**config.mk**
```make
export PLATFORM = sky130hd
export DESIGN_NAME = uart_access_arbiter
export DESIGN_NICKNAME = d
export VERILOG_FILES = /design/src/rtl/uart_access_arbiter_pkg.sv /design/src/rtl/uart_access_arbiter_fifo.sv /design/src/rtl/uart_access_arbiter.sv
export SDC_FILE = /design/constraint.sdc
export NUM_CORES = 1
export LEC_CHECK = 0
export BUFFER_PORTS_ARGS = -buffer_cell sky130_fd_sc_hd__clkbuf_2
export CAP_MARGIN = 10
export CORE_MARGIN = 10
export CORE_UTILIZATION = 40
export CTS_CLUSTER_DIAMETER = 50
export DETAILED_ROUTE_END_ITERATION = 16
export GPL_ROUTABILITY_DRIVEN = 0
export MAX_ROUTING_LAYER = met4
export SLEW_MARGIN = 40
export SYNTH_ARGS = -nofsm -noshare
export SYNTH_HDL_FRONTEND = slang
export SYNTH_SLANG_ARGS = --single-unit
```
**constraint.sdc**
```tcl
create_clock -name clk_i -period 2.49 [get_ports clk_i]
set_input_delay 0.498 -clock clk_i [delete_from_list [all_inputs] [get_ports clk_i]]
set_output_delay 0.498 -clock clk_i [all_outputs]
set_load 0.03 [all_outputs]
```
**src/rtl/uart_access_arbiter_pkg.sv**
```systemverilog
// Shared types and constants for the UART access arbiter.
package uart_access_arbiter_pkg;

  // Request bit 7 selects release (1) or acquire (0).
  localparam int unsigned ARB_RELEASE_BIT = 7;
  // Grant-queue bit 7 marks a timeout revoke (1) versus a grant (0).
  localparam int unsigned ARB_REVOKE_BIT  = 7;
  localparam int unsigned ARB_ID_W        = 7;

  typedef enum logic [1:0] {
    ARB_IDLE,
    ARB_GRANT,
    ARB_OWNED,
    ARB_REVOKE
  } uart_arb_state_e;

  // Build a grant-queue entry from a revoke flag and an access ID.
  function automatic logic [7:0] arb_entry(input logic revoke, input logic [ARB_ID_W-1:0] id);
    logic [7:0] e;
    e = {1'b0, id};
    e[ARB_REVOKE_BIT] = revoke;
    return e;
  endfunction

endpackage

```
**src/rtl/uart_access_arbiter_fifo.sv**
```systemverilog
// Synchronous first-word-fall-through FIFO with full/empty flags and an occupancy count.
// A push while full is accepted only when a pop happens in the same cycle; a pop on empty is
// ignored. The head reads as zero when the FIFO is empty.
module uart_access_arbiter_fifo #(
  parameter int unsigned WIDTH = 8,
  parameter int unsigned DEPTH = 4
) (
  input  logic                       clk_i,
  input  logic                       arst_ni,
  input  logic                       push_i,
  input  logic [WIDTH-1:0]           data_i,
  input  logic                       pop_i,
  output logic [WIDTH-1:0]           data_o,
  output logic                       full_o,
  output logic                       empty_o,
  output logic [$clog2(DEPTH+1)-1:0] count_o
);

  localparam int unsigned AW = (DEPTH > 1) ? $clog2(DEPTH) : 1;
  localparam int unsigned CW = $clog2(DEPTH + 1);

  logic [WIDTH-1:0] mem_q [DEPTH];
  logic [AW-1:0]    wptr_q, rptr_q;
  logic [CW-1:0]    count_q, count_d;
  logic             do_push, do_pop;

  assign empty_o = (count_q == '0);
  assign full_o  = (count_q == CW'(DEPTH));
  assign do_pop  = pop_i && !empty_o;
  assign do_push = push_i && (!full_o || do_pop);
  assign data_o  = empty_o ? '0 : mem_q[rptr_q];
  assign count_o = count_q;

  // Occupancy follows the net effect of push and pop this cycle.
  always_comb begin
    count_d = count_q;
    if (do_push && !do_pop) begin
      count_d = count_q + CW'(1);
    end else if (do_pop && !do_push) begin
      count_d = count_q - CW'(1);
    end
  end

  // Pointer and count registers; pointers wrap naturally as DEPTH is a power of two.
  always_ff @(posedge clk_i or negedge arst_ni) begin
    if (!arst_ni) begin
      wptr_q  <= '0;
      rptr_q  <= '0;
      count_q <= '0;
    end else begin
      if (do_push) wptr_q <= wptr_q + AW'(1);
      if (do_pop)  rptr_q <= rptr_q + AW'(1);
      count_q <= count_d;
    end
  end

  // Storage needs no reset: the head is masked while empty.
  always_ff @(posedge clk_i) begin
    if (do_push) mem_q[wptr_q] <= data_i;
  end

endmodule

```
**src/rtl/uart_access_arbiter.sv**
```systemverilog
// Grants exclusive UART ownership to one software access ID at a time. Acquire requests queue
// in arrival order; grants and timeout revokes are posted to a queue that software reads.
module uart_access_arbiter
  import uart_access_arbiter_pkg::*;
#(
  parameter int unsigned REQ_DEPTH      = 4,
  parameter int unsigned GNT_DEPTH      = 4,
  parameter int unsigned TIMEOUT_CYCLES = 1000000
) (
  input  logic       clk_i,
  input  logic       arst_ni,
  input  logic [7:0] req_id_i,
  input  logic       req_valid_i,
  output logic       req_ready_o,
  output logic [7:0] gnt_id_o,
  output logic       gnt_valid_o,
  input  logic       gnt_ready_i,
  input  logic       activity_i,
  output logic       owner_valid_o,
  output logic [6:0] owner_id_o,
  output logic       timeout_o
);

  localparam bit          TimeoutEn   = (TIMEOUT_CYCLES != 0);
  localparam logic [31:0] TimeoutLast = 32'(TIMEOUT_CYCLES - 1);

  uart_arb_state_e      state_q, state_d;
  logic [ARB_ID_W-1:0]  cur_id_q, cur_id_d;
  logic                 owner_valid_q, owner_valid_d;
  logic [ARB_ID_W-1:0]  owner_id_q, owner_id_d;
  logic [31:0]          cnt_q, cnt_d;

  logic                 acq_push, acq_pop, acq_full, acq_empty;
  logic [ARB_ID_W-1:0]  acq_head;
  logic [$clog2(REQ_DEPTH+1)-1:0] acq_count;

  logic                 gnt_push, gnt_full, gnt_empty;
  logic [7:0]           gnt_wdata;
  logic [$clog2(GNT_DEPTH+1)-1:0] gnt_count;

  logic                 req_fire, is_release, owner_hit;
  logic                 owner_reacq, owner_rel;
  logic [ARB_ID_W-1:0]  req_id;
  logic                 unused_counts;

  // Request decode. Ownership only exists in ARB_OWNED, so owner_hit implies that state.
  assign req_fire    = req_valid_i && req_ready_o;
  assign is_release  = req_id_i[ARB_RELEASE_BIT];
  assign req_id      = req_id_i[ARB_ID_W-1:0];
  assign owner_hit   = owner_valid_q && (req_id == owner_id_q);
  assign owner_reacq = req_fire && !is_release && owner_hit;
  assign owner_rel   = req_fire && is_release && owner_hit;
  // Re-acquires by the current owner only refresh its timer and are never queued.
  assign acq_push    = req_fire && !is_release && !owner_hit;

  assign req_ready_o   = !acq_full;
  assign gnt_valid_o   = !gnt_empty;
  assign owner_valid_o = owner_valid_q;
  assign owner_id_o    = owner_id_q;
  assign unused_counts = ^{acq_count, gnt_count};

  uart_access_arbiter_fifo #(
    .WIDTH (ARB_ID_W),
    .DEPTH (REQ_DEPTH)
  ) u_acq_fifo (
    .clk_i   (clk_i),
    .arst_ni (arst_ni),
    .push_i  (acq_push),
    .data_i  (req_id),
    .pop_i   (acq_pop),
    .data_o  (acq_head),
    .full_o  (acq_full),
    .empty_o (acq_empty),
    .count_o (acq_count)
  );

  uart_access_arbiter_fifo #(
    .WIDTH (8),
    .DEPTH (GNT_DEPTH)
  ) u_gnt_fifo (
    .clk_i   (clk_i),
    .arst_ni (arst_ni),
    .push_i  (gnt_push),
    .data_i  (gnt_wdata),
    .pop_i   (gnt_ready_i),
    .data_o  (gnt_id_o),
    .full_o  (gnt_full),
    .empty_o (gnt_empty),
    .count_o (gnt_count)
  );

  // Ownership FSM: next state, owner registers, inactivity counter and queue strobes.
  always_comb begin
    state_d       = state_q;
    cur_id_d      = cur_id_q;
    owner_valid_d = owner_valid_q;
    owner_id_d    = owner_id_q;
    cnt_d         = cnt_q;
    acq_pop       = 1'b0;
    gnt_push      = 1'b0;
    gnt_wdata     = '0;
    timeout_o     = 1'b0;

    case (state_q)
      ARB_IDLE: begin
        if (!acq_empty) begin
          acq_pop  = 1'b1;
          cur_id_d = acq_head;
          state_d  = ARB_GRANT;
        end
      end

      // Ownership is only taken once the grant entry has room to be posted.
      ARB_GRANT: begin
        if (!gnt_full) begin
          gnt_push      = 1'b1;
          gnt_wdata     = arb_entry(1'b0, cur_id_q);
          owner_valid_d = 1'b1;
          owner_id_d    = cur_id_q;
          cnt_d         = '0;
          state_d       = ARB_OWNED;
        end
      end

      // Release beats timeout, and activity or a re-acquire beats timeout.
      ARB_OWNED: begin
        if (owner_rel) begin
          owner_valid_d = 1'b0;
          owner_id_d    = '0;
          state_d       = ARB_IDLE;
        end else if (activity_i || owner_reacq) begin
          cnt_d = '0;
        end else if (TimeoutEn && (cnt_q == TimeoutLast)) begin
          owner_valid_d = 1'b0;
          owner_id_d    = '0;
          state_d       = ARB_REVOKE;
        end else if (cnt_q != '1) begin
          cnt_d = cnt_q + 32'd1;
        end
      end

      ARB_REVOKE: begin
        if (!gnt_full) begin
          gnt_push  = 1'b1;
          gnt_wdata = arb_entry(1'b1, cur_id_q);
          timeout_o = 1'b1;
          state_d   = ARB_IDLE;
        end
      end

      default: state_d = ARB_IDLE;
    endcase
  end

  // State and owner registers; reset discards ownership without posting a revoke.
  always_ff @(posedge clk_i or negedge arst_ni) begin
    if (!arst_ni) begin
      state_q       <= ARB_IDLE;
      cur_id_q      <= '0;
      owner_valid_q <= 1'b0;
      owner_id_q    <= '0;
      cnt_q         <= '0;
    end else begin
      state_q       <= state_d;
      cur_id_q      <= cur_id_d;
      owner_valid_q <= owner_valid_d;
      owner_id_q    <= owner_id_d;
      cnt_q         <= cnt_d;
    end
  end

endmodule

```
After elaboration in Yosys (flattened, before gate mapping)
Memories as Yosys holds them, arrays and structs flattened. A register that Yosys moved wholly into a read port is not among the register bits. Cells that the tools add are included. W data, S select, Z words.

Output and inout port bits: 19. Input port bits: 13. Flip-flop bits (word level): 56. Logic and storage cells: 118. Memories kept: 2. Bits in writable memories: 60.

Memory list: u_gnt_fifo.mem_q (words 4, bits a word 8, rd ports 1, clocked after Yosys merged registers in 0, write ports 1, line uart_access_arbiter_fifo.sv:22) `logic [WIDTH-1:0] mem_q [DEPTH];`; u_acq_fifo.mem_q (words 4, bits a word 7, rd ports 1, clocked after Yosys merged registers in 1, write ports 1, line uart_access_arbiter_fifo.sv:22).

Equal/unequal tests: 16. Add/sub/neg operators: 9. Reductions and logical operators: 40. Bitwise logic cells: 1. Muxes and demuxes: 40.

Operator list (count): $mux W32 (5); $pmux W32 S2 (1); $mux W7 (5); $add A32 B1 Y32 const B (1); $eq A32 B20 Y1 const B (1); $ne A32 B32 Y1 const B (1); $mux W8 (2); $pmux W8 S2 (1); $logic_and A1 B1 Y1 (15); $pmux W7 S2 (1); $mux W1 (13); $mux W2 (6); $mux W3 (4); $ne A3 B3 Y1 const B (4); $logic_not A1 Y1 (11); $reduce_and A5 Y1 (2); $add A2 B1 Y2 const B (4); $ne A2 B2 Y1 const B (4); $pmux W2 S4 (1); $eq A7 B7 Y1 (1); $add A3 B1 Y3 const B (2); $eq A3 B3 Y1 const B (2); $logic_not A3 Y1 (2); $reduce_bool A2 Y1 (3); 10 further kinds (14).

Longest topological paths before layout
Depth after elaboration: 10. Gate-level depth with buffers: 10. Mapped depth without buffers: 10.

Modules after synthesis
From an unflattened synthesis, not the netlist that was laid out.

Cells, all modules: 505. Area total of the unflattened synthesis: 6153.4 um^2.

By module, submodules not included: uart_access_arbiter (instances 1, area each 3019.1 um^2, seq. area each 1226.2 um^2, cells each 337); uart_access_arbiter_fifo at u_gnt_fifo (instances 1, area each 1642.8 um^2, seq. area each 1136.1 um^2, cells each 87); uart_access_arbiter_fifo at u_acq_fifo (instances 1, area each 1491.4 um^2, seq. area each 1016.0 um^2, cells each 81).

Worst setup path after synthesis
Ideal clock, no wire load.

Path type: flip-flop to flip-flop. Start: reg owner_id_q[3] (netlist: owner_id_o[3]). End: reg u_acq_fifo.count_q[2] (netlist: u_acq_fifo.count_o[2]). Setup time: 79 ps. Cell stages (with the launch flop): 11. Arrival time: 2419 ps. Slack: -9 ps. Required time: 2411 ps. Period minus slack after synthesis: 2499 ps. Path buffers: 0. Path through: dfrtp_1 xnor2_1 nand4_1 nor2_1 nor3_1 ha_1 inv_1 fa_1 xor2_1 nor2_1 xor2_1.

Longest elaborated chain between the ends: 8. Elaborated cells between the ends (all ways): 10. Classes of those cells: eq/ne: 1; mux: 1; reduce/logical: 8.

RTL lines: start: declaration (line uart_access_arbiter.sv:30) `logic [ARB_ID_W-1:0] owner_id_q, owner_id_d;`; start signal: assignment (line uart_access_arbiter.sv:167) `owner_id_q <= owner_id_d;`; $eq A7 B7 Y1 (*) (line uart_access_arbiter.sv:50) `assign owner_hit = owner_valid_q && (req_id == owner_id_q);`; $logic_and A1 B1 Y1 (*) (line uart_access_arbiter.sv:50); $logic_not A1 Y1 (*) (line uart_access_arbiter.sv:54) `assign acq_push = req_fire && !is_release && !owner_hit;`; $logic_and A1 B1 Y1 (*) (line uart_access_arbiter.sv:54); $logic_and A1 B1 Y1 (*) (line uart_access_arbiter_fifo.sv:30) `assign do_push = push_i && (!full_o || do_pop);`; via u_acq_fifo.do_push (line uart_access_arbiter_fifo.sv:25) `logic do_push, do_pop;`; $logic_not A1 Y1 (line uart_access_arbiter_fifo.sv:39) `end else if (do_pop && !do_push) begin`; $logic_and A1 B1 Y1 (line uart_access_arbiter_fifo.sv:39); $reduce_bool A2 Y1 (no line); end signal: assignment (line uart_access_arbiter_fifo.sv:53) `count_q <= count_d;`; end: declaration (line uart_access_arbiter_fifo.sv:24) `logic [CW-1:0] count_q, count_d;`.

Mark *: on every way through the listed nets, which the timed path passes. The rest lies on a longest branch. A chain may end at the register's enable or synchronous reset.

Worst setup path after layout
Start: reg cnt_q[27]. End: reg cnt_q[4].

Longest elaborated chain between the ends: 3. Elaborated cells between the ends (all ways): 5. Classes of those cells: eq/ne: 4; reduce/logical: 1.

RTL lines: start: declaration (line uart_access_arbiter.sv:31) `logic [31:0] cnt_q, cnt_d;`; start signal: assignment (line uart_access_arbiter.sv:168) `cnt_q <= cnt_d;`; $ne A32 B32 Y1 / $eq A32 B20 Y1 (equally long branches) (line uart_access_arbiter.sv:137, uart_access_arbiter.sv:133); $ne A3 B3 Y1 (no line); $reduce_and A5 Y1 (no line) (*).

Every way passes the cells marked *; elsewhere a longest branch is shown, timed or not.

==> impl_results.html <==
<table>
<tr><th>Metric</th><th>Value</th></tr>
<tr><th colspan="2">Clocking</th></tr>
<tr><td>Setup bufs post-CTS</td><td>0</td></tr>
<tr><td>Post-CTS sizing</td><td>0</td></tr>
<tr><td>Cell at the root of the clock tree</td><td>clkbuf_16</td></tr>
<tr><td>Later-pin clock latency in the skew report</td><td>0.41 ns</td></tr>
<tr><td>CTS H-Tree Depth</td><td>4</td></tr>
<tr><td>CTS Sinks</td><td>123</td></tr>
<tr><td>CTS max path bufs</td><td>2</td></tr>
<tr><td>TritonCTS clock tree</td><td>yes</td></tr>
<tr><td>Clock input transition at the sequential cells of the worst setup and hold paths</td><td>0.06 ns</td></tr>
<tr><td>Number of buffers created by CTS</td><td>17</td></tr>
<tr><td>Number of buffers inserted for hold repair after clock tree synthesis</td><td>0</td></tr>
<tr><th colspan="2">Floorplanning</th></tr>
<tr><td>Placement Rows</td><td>44</td></tr>
<tr><td>Horiz. Die Dim</td><td>142 um</td></tr>
<tr><td>Y dimension of the die</td><td>142 um</td></tr>
<tr><td>Area of the die</td><td>20,000 sq um</td></tr>
<tr><td>Number of top-level design ports</td><td>32</td></tr>
<tr><td>Core footprint</td><td>14,500 sq um</td></tr>
<tr><td>Starting Density</td><td>40.7%</td></tr>
<tr><th colspan="2">Cells and area</th></tr>
<tr><td>Antenna Cells</td><td>0</td></tr>
<tr><td>Syn-to-layout area delta</td><td>19.2%</td></tr>
<tr><td>Final non-filler cell total</td><td>728</td></tr>
<tr><td>Fraction of final layout cells sized beyond drive strength 1</td><td>25.6%</td></tr>
<tr><td># nets final</td><td>557</td></tr>
<tr><th colspan="2">STA</th></tr>
<tr><td>Max frequency</td><td>0.429 GHz</td></tr>
<tr><td>Worst clock skew on the final layout</td><td>0.00818 ns</td></tr>
<tr><td>Final setup vio count</td><td>0</td></tr>
<tr><td>Final critical delay including setup and external delays</td><td>2.33 ns</td></tr>
<tr><td>Unrepaired setup endpoints after global routing</td><td>false</td></tr>
<tr><td>Post-route fraction of the period consumed by the critical path</td><td>93.5%</td></tr>
<tr><td>Final-report hold violation count</td><td>0</td></tr>
<tr><td>Headroom to the max-slew limit</td><td>57.2%</td></tr>
<tr><td>Transition at the pin with the smallest max-transition slack</td><td>0.636 ns</td></tr>
<tr><td>Max-slew violations</td><td>0</td></tr>
<tr><th colspan="2">GRT</th></tr>
<tr><td>Total GRT Usage</td><td>14.1%</td></tr>
<tr><td>Vias in the first global route</td><td>4,119</td></tr>
<tr><td>Largest net degree at the start of global routing</td><td>64</td></tr>
<tr><td>Number of antenna violations at the first check in global routing</td><td>0</td></tr>
<tr><td>First-pass GRT wire length</td><td>21,900 um</td></tr>
<tr><td>Total congestion overflow after global routing</td><td>0</td></tr>
<tr><th colspan="2">Worst setup path</th></tr>
<tr><td>Category of the critical setup timing path</td><td>reg2reg</td></tr>
<tr><td>Slowest library cell on the worst path</td><td>or4_1</td></tr>
<tr><td>Data arrival time at the worst-slack endpoint</td><td>2.64 ns</td></tr>
<tr><td>Largest stage delay on the critical path</td><td>0.60 ns</td></tr>
<tr><td>Worst-path fanout max</td><td>10</td></tr>
<tr><td>Worst Path Required</td><td>2.80 ns</td></tr>
<tr><td>Cell-by-cell trace of the critical path</td><td>or4_1, nor4_1, a32oi_2, buf_4, a211oi_2, o21ai_0, o31ai_1</td></tr>
<tr><td>Critical Path Start Type</td><td>register</td></tr>
<tr><td>Endpoint class of the critical path</td><td>register</td></tr>
<tr><th colspan="2">Placed design</th></tr>
<tr><td>Number of cells in the design after placement</td><td>696</td></tr>
<tr><td>DP HPWL</td><td>8890 um</td></tr>
<tr><td>Count of input and output buffers</td><td>31</td></tr>
<tr><th colspan="2">Yosys</th></tr>
<tr><td>Commonest register cell after synthesis</td><td>dfrtp_1</td></tr>
<tr><td>Post-synth ARST share</td><td>51.2%</td></tr>
<tr><td>Average cell area after synthesis</td><td>12.6 sq um</td></tr>
<tr><td>Syn. warnings</td><td>0</td></tr>
<tr><td>Post-synthesis sequential area ratio</td><td>57.1%</td></tr>
<tr><td>Synthesized netlist net count</td><td>495</td></tr>
<tr><td>Instance count of the mapped netlist</td><td>469</td></tr>
<tr><td>Area of the mapped netlist</td><td>5910 sq um</td></tr>
<tr><td>Cell variety after synth</td><td>65</td></tr>
<tr><td>EDFF count, synth</td><td>60</td></tr>
<tr><td>Post-synthesis sequential element count</td><td>123</td></tr>
<tr><th colspan="2">Power</th></tr>
<tr><td>Pwr dens</td><td>1180 nW/um^2</td></tr>
<tr><td>Worst IR Drop VDD</td><td>610 uV</td></tr>
<tr><td>Overall power of the completed layout</td><td>0.00832 W</td></tr>
<tr><td>Leakage power</td><td>2.78 nW</td></tr>
<tr><th colspan="2">Routing</th></tr>
<tr><td>Number of design-rule violations left by the first detailed-router iteration</td><td>291</td></tr>
<tr><td>Via-to-Cell Ratio</td><td>5.50</td></tr>
<tr><td>Number of remaining DRC errors</td><td>0</td></tr>
<tr><td>Routed wirelength normalized by instance count</td><td>17.8 um</td></tr>
<tr><td>Drt pass-1 iters</td><td>5</td></tr>
<tr><td>Routed wire length</td><td>12,900 um</td></tr>
<tr><td>Via total after detailed routing</td><td>4,003</td></tr>
<tr><td>Remaining number of nets flagged by the antenna check after routing</td><td>0</td></tr>
<tr><th colspan="2">Flow run</th></tr>
<tr><td>Reported max-cap violation count</td><td>0</td></tr>
<tr><th colspan="2">Min path</th></tr>
<tr><td>Type of the worst min-delay path</td><td>in2async</td></tr>
<tr><th colspan="2">Run status</th></tr>
<tr><td>Outcome</td><td>finished clean</td></tr>
</table>
through the flow:
step / setup WS, ns / hold WS [ns] / util, % / instance area, sq um / setup TNS, ns
after global placement: 0.0196 / 0.477 / 44.6 / 6480 / 0
after floorplan: 0.170 / 0.202 / - / 5920 / 0
after global routing: 0.00202 / 0.112 / 48.5 / 7050 / 0
final: 0.161 / 0.0880 / 48.5 / 7050 / 0
after CTS: 0.116 / 0.101 / 48.5 / 7040 / 0
after detailed placement: -0.0123 / 0.488 / 44.6 / 6480 / -0.0123
power breakdown:
| group | switching, W | internal, W | total [W] |
|---|---|---|---|
| clock | 0.000954 | 0.00138 | 0.00234 |
| combinational | 0.00164 | 0.00127 | 0.00291 |
| sequential | 0.000361 | 0.00271 | 0.00308 |
cell usage after synthesis, types with 4 or more instances:
master | instances | area share [%]
mux2i_1 | 4 | 0.68
xnor2_1 | 14 | 2.1
nor4_1 | 9 | 0.95
a41oi_1 | 4 | 0.59
xor2_1 | 5 | 0.74
a31oi_1 | 15 | 1.6
nand3_1 | 19 | 1.6
ha_1 | 11 | 2.3
and2_1 | 26 | 2.8
edfxtp_1 | 60 | 30
or3_1 | 7 | 0.74
nand4_1 | 16 | 1.7
and3_1 | 5 | 0.53
dfrtp_1 | 63 | 27
a21o_1 | 4 | 0.51
buf_2 | 7 | 0.59
o21ai_0 | 14 | 1.2
mux2_2 | 9 | 1.7
inv_1 | 15 | 0.95
nand2_1 | 22 | 1.4
a22o_1 | 8 | 1.2
clkbuf_1 | 12 | 0.76
mux4_2 | 15 | 5.7
nor2_1 | 23 | 1.5
nor3_1 | 12 | 1.0
a21oi_1 | 13 | 1.1
state kept, by name, indices dropped and copies added (netlist names):
name	cells
u_acq_fifo.wptr_q	2
cnt_q	32
u_gnt_fifo.rptr_q	2
u_gnt_fifo.mem_q	32
u_acq_fifo.rptr_q	2
u_acq_fifo.mem_q	28
owner_valid_o	1
u_gnt_fifo.wptr_q	2
state_q	2
cur_id_q	7
owner_id_o	7
u_gnt_fifo.count_o	3
u_acq_fifo.count_o	3
final timing paths:
kind                                        from  slack [ns]  cells after the start                endpoint
max                                    cnt_q[27]        0.16                      7                cnt_q[4]
min in group clk_i                   req_id_i[5]        0.33                      1  u_acq_fifo.mem_q[3][5]
max in group asynchronous                arst_ni        2.11                      2    u_acq_fifo.rptr_q[1]
max reg2reg                            cnt_q[27]        0.16                      7                cnt_q[4]
min reg2reg                u_gnt_fifo.count_o[2]        0.50                      1   u_gnt_fifo.count_o[2]
min                                      arst_ni        0.09                      2                cnt_q[8]
logic make-up after synthesis:
logic type	Yosys count	share of synthesized area (%)
buffers and inverters	37	2.69
xor gates and xnor gates	19	2.81
and+or+nand+nor	161	15.9
AOI/OAI and AO/OA	88	10.4
adders and majority gates	13	3.01
DFF	123	57.1
muxes	28	8.11
cell usage in the layout, fill, tap and decap left out, types with 3 or more instances in the layout:
master / instances
a211oi_1: 3
clkbuf_16: 17
clkbuf_2: 30
a21o_1: 3
nor2b_1: 3
o21ai_0: 14
xnor2_1: 14
buf_4: 32
and3_1: 5
nand4_1: 16
inv_6: 6
nand2_1: 22
nand2b_1: 3
or3_1: 7
a22o_1: 8
a41oi_1: 4
nor3_1: 11
mux4_2: 15
dfrtp_1: 63
a21oi_1: 13
edfxtp_1: 60
xor2_1: 5
clkinv_4: 3
and2_1: 26
nor4_1: 9
a31oi_1: 15
mux2i_1: 4
ha_1: 10
nand3_1: 19
mux2_2: 9
o31ai_1: 3
nor2_1: 22
inv_1: 15
o211ai_1: 3
area by class of cell:
type	count	area (sq um)
clock buffer	17	425
clock inverter	15	136
fill	1305	7490
inverter	15	56.3
multi-input combinational	309	2390
sequential	123	3380
tap	184	230
timing repair buffer	65	435
layer usage:
metal	GRT usage, %	wire, um	vias up
met5	-	0	-
met4	5.70	170	0
met3	3.91	665	9
met2	20.7	6120	107
met1	18.2	5970	1980
li1	-	-	1907
critical path, delay by kind of cell (launching register included):
family / cells / cell delay [ns]
DFF: 1 / 0.42
buffers and inverters: 1 / 0.25
and+or+nand+nor: 2 / 0.96
AOI/OAI and AO/OA: 4 / 0.60
No activity file was read; power rests on OpenSTA's default activity.
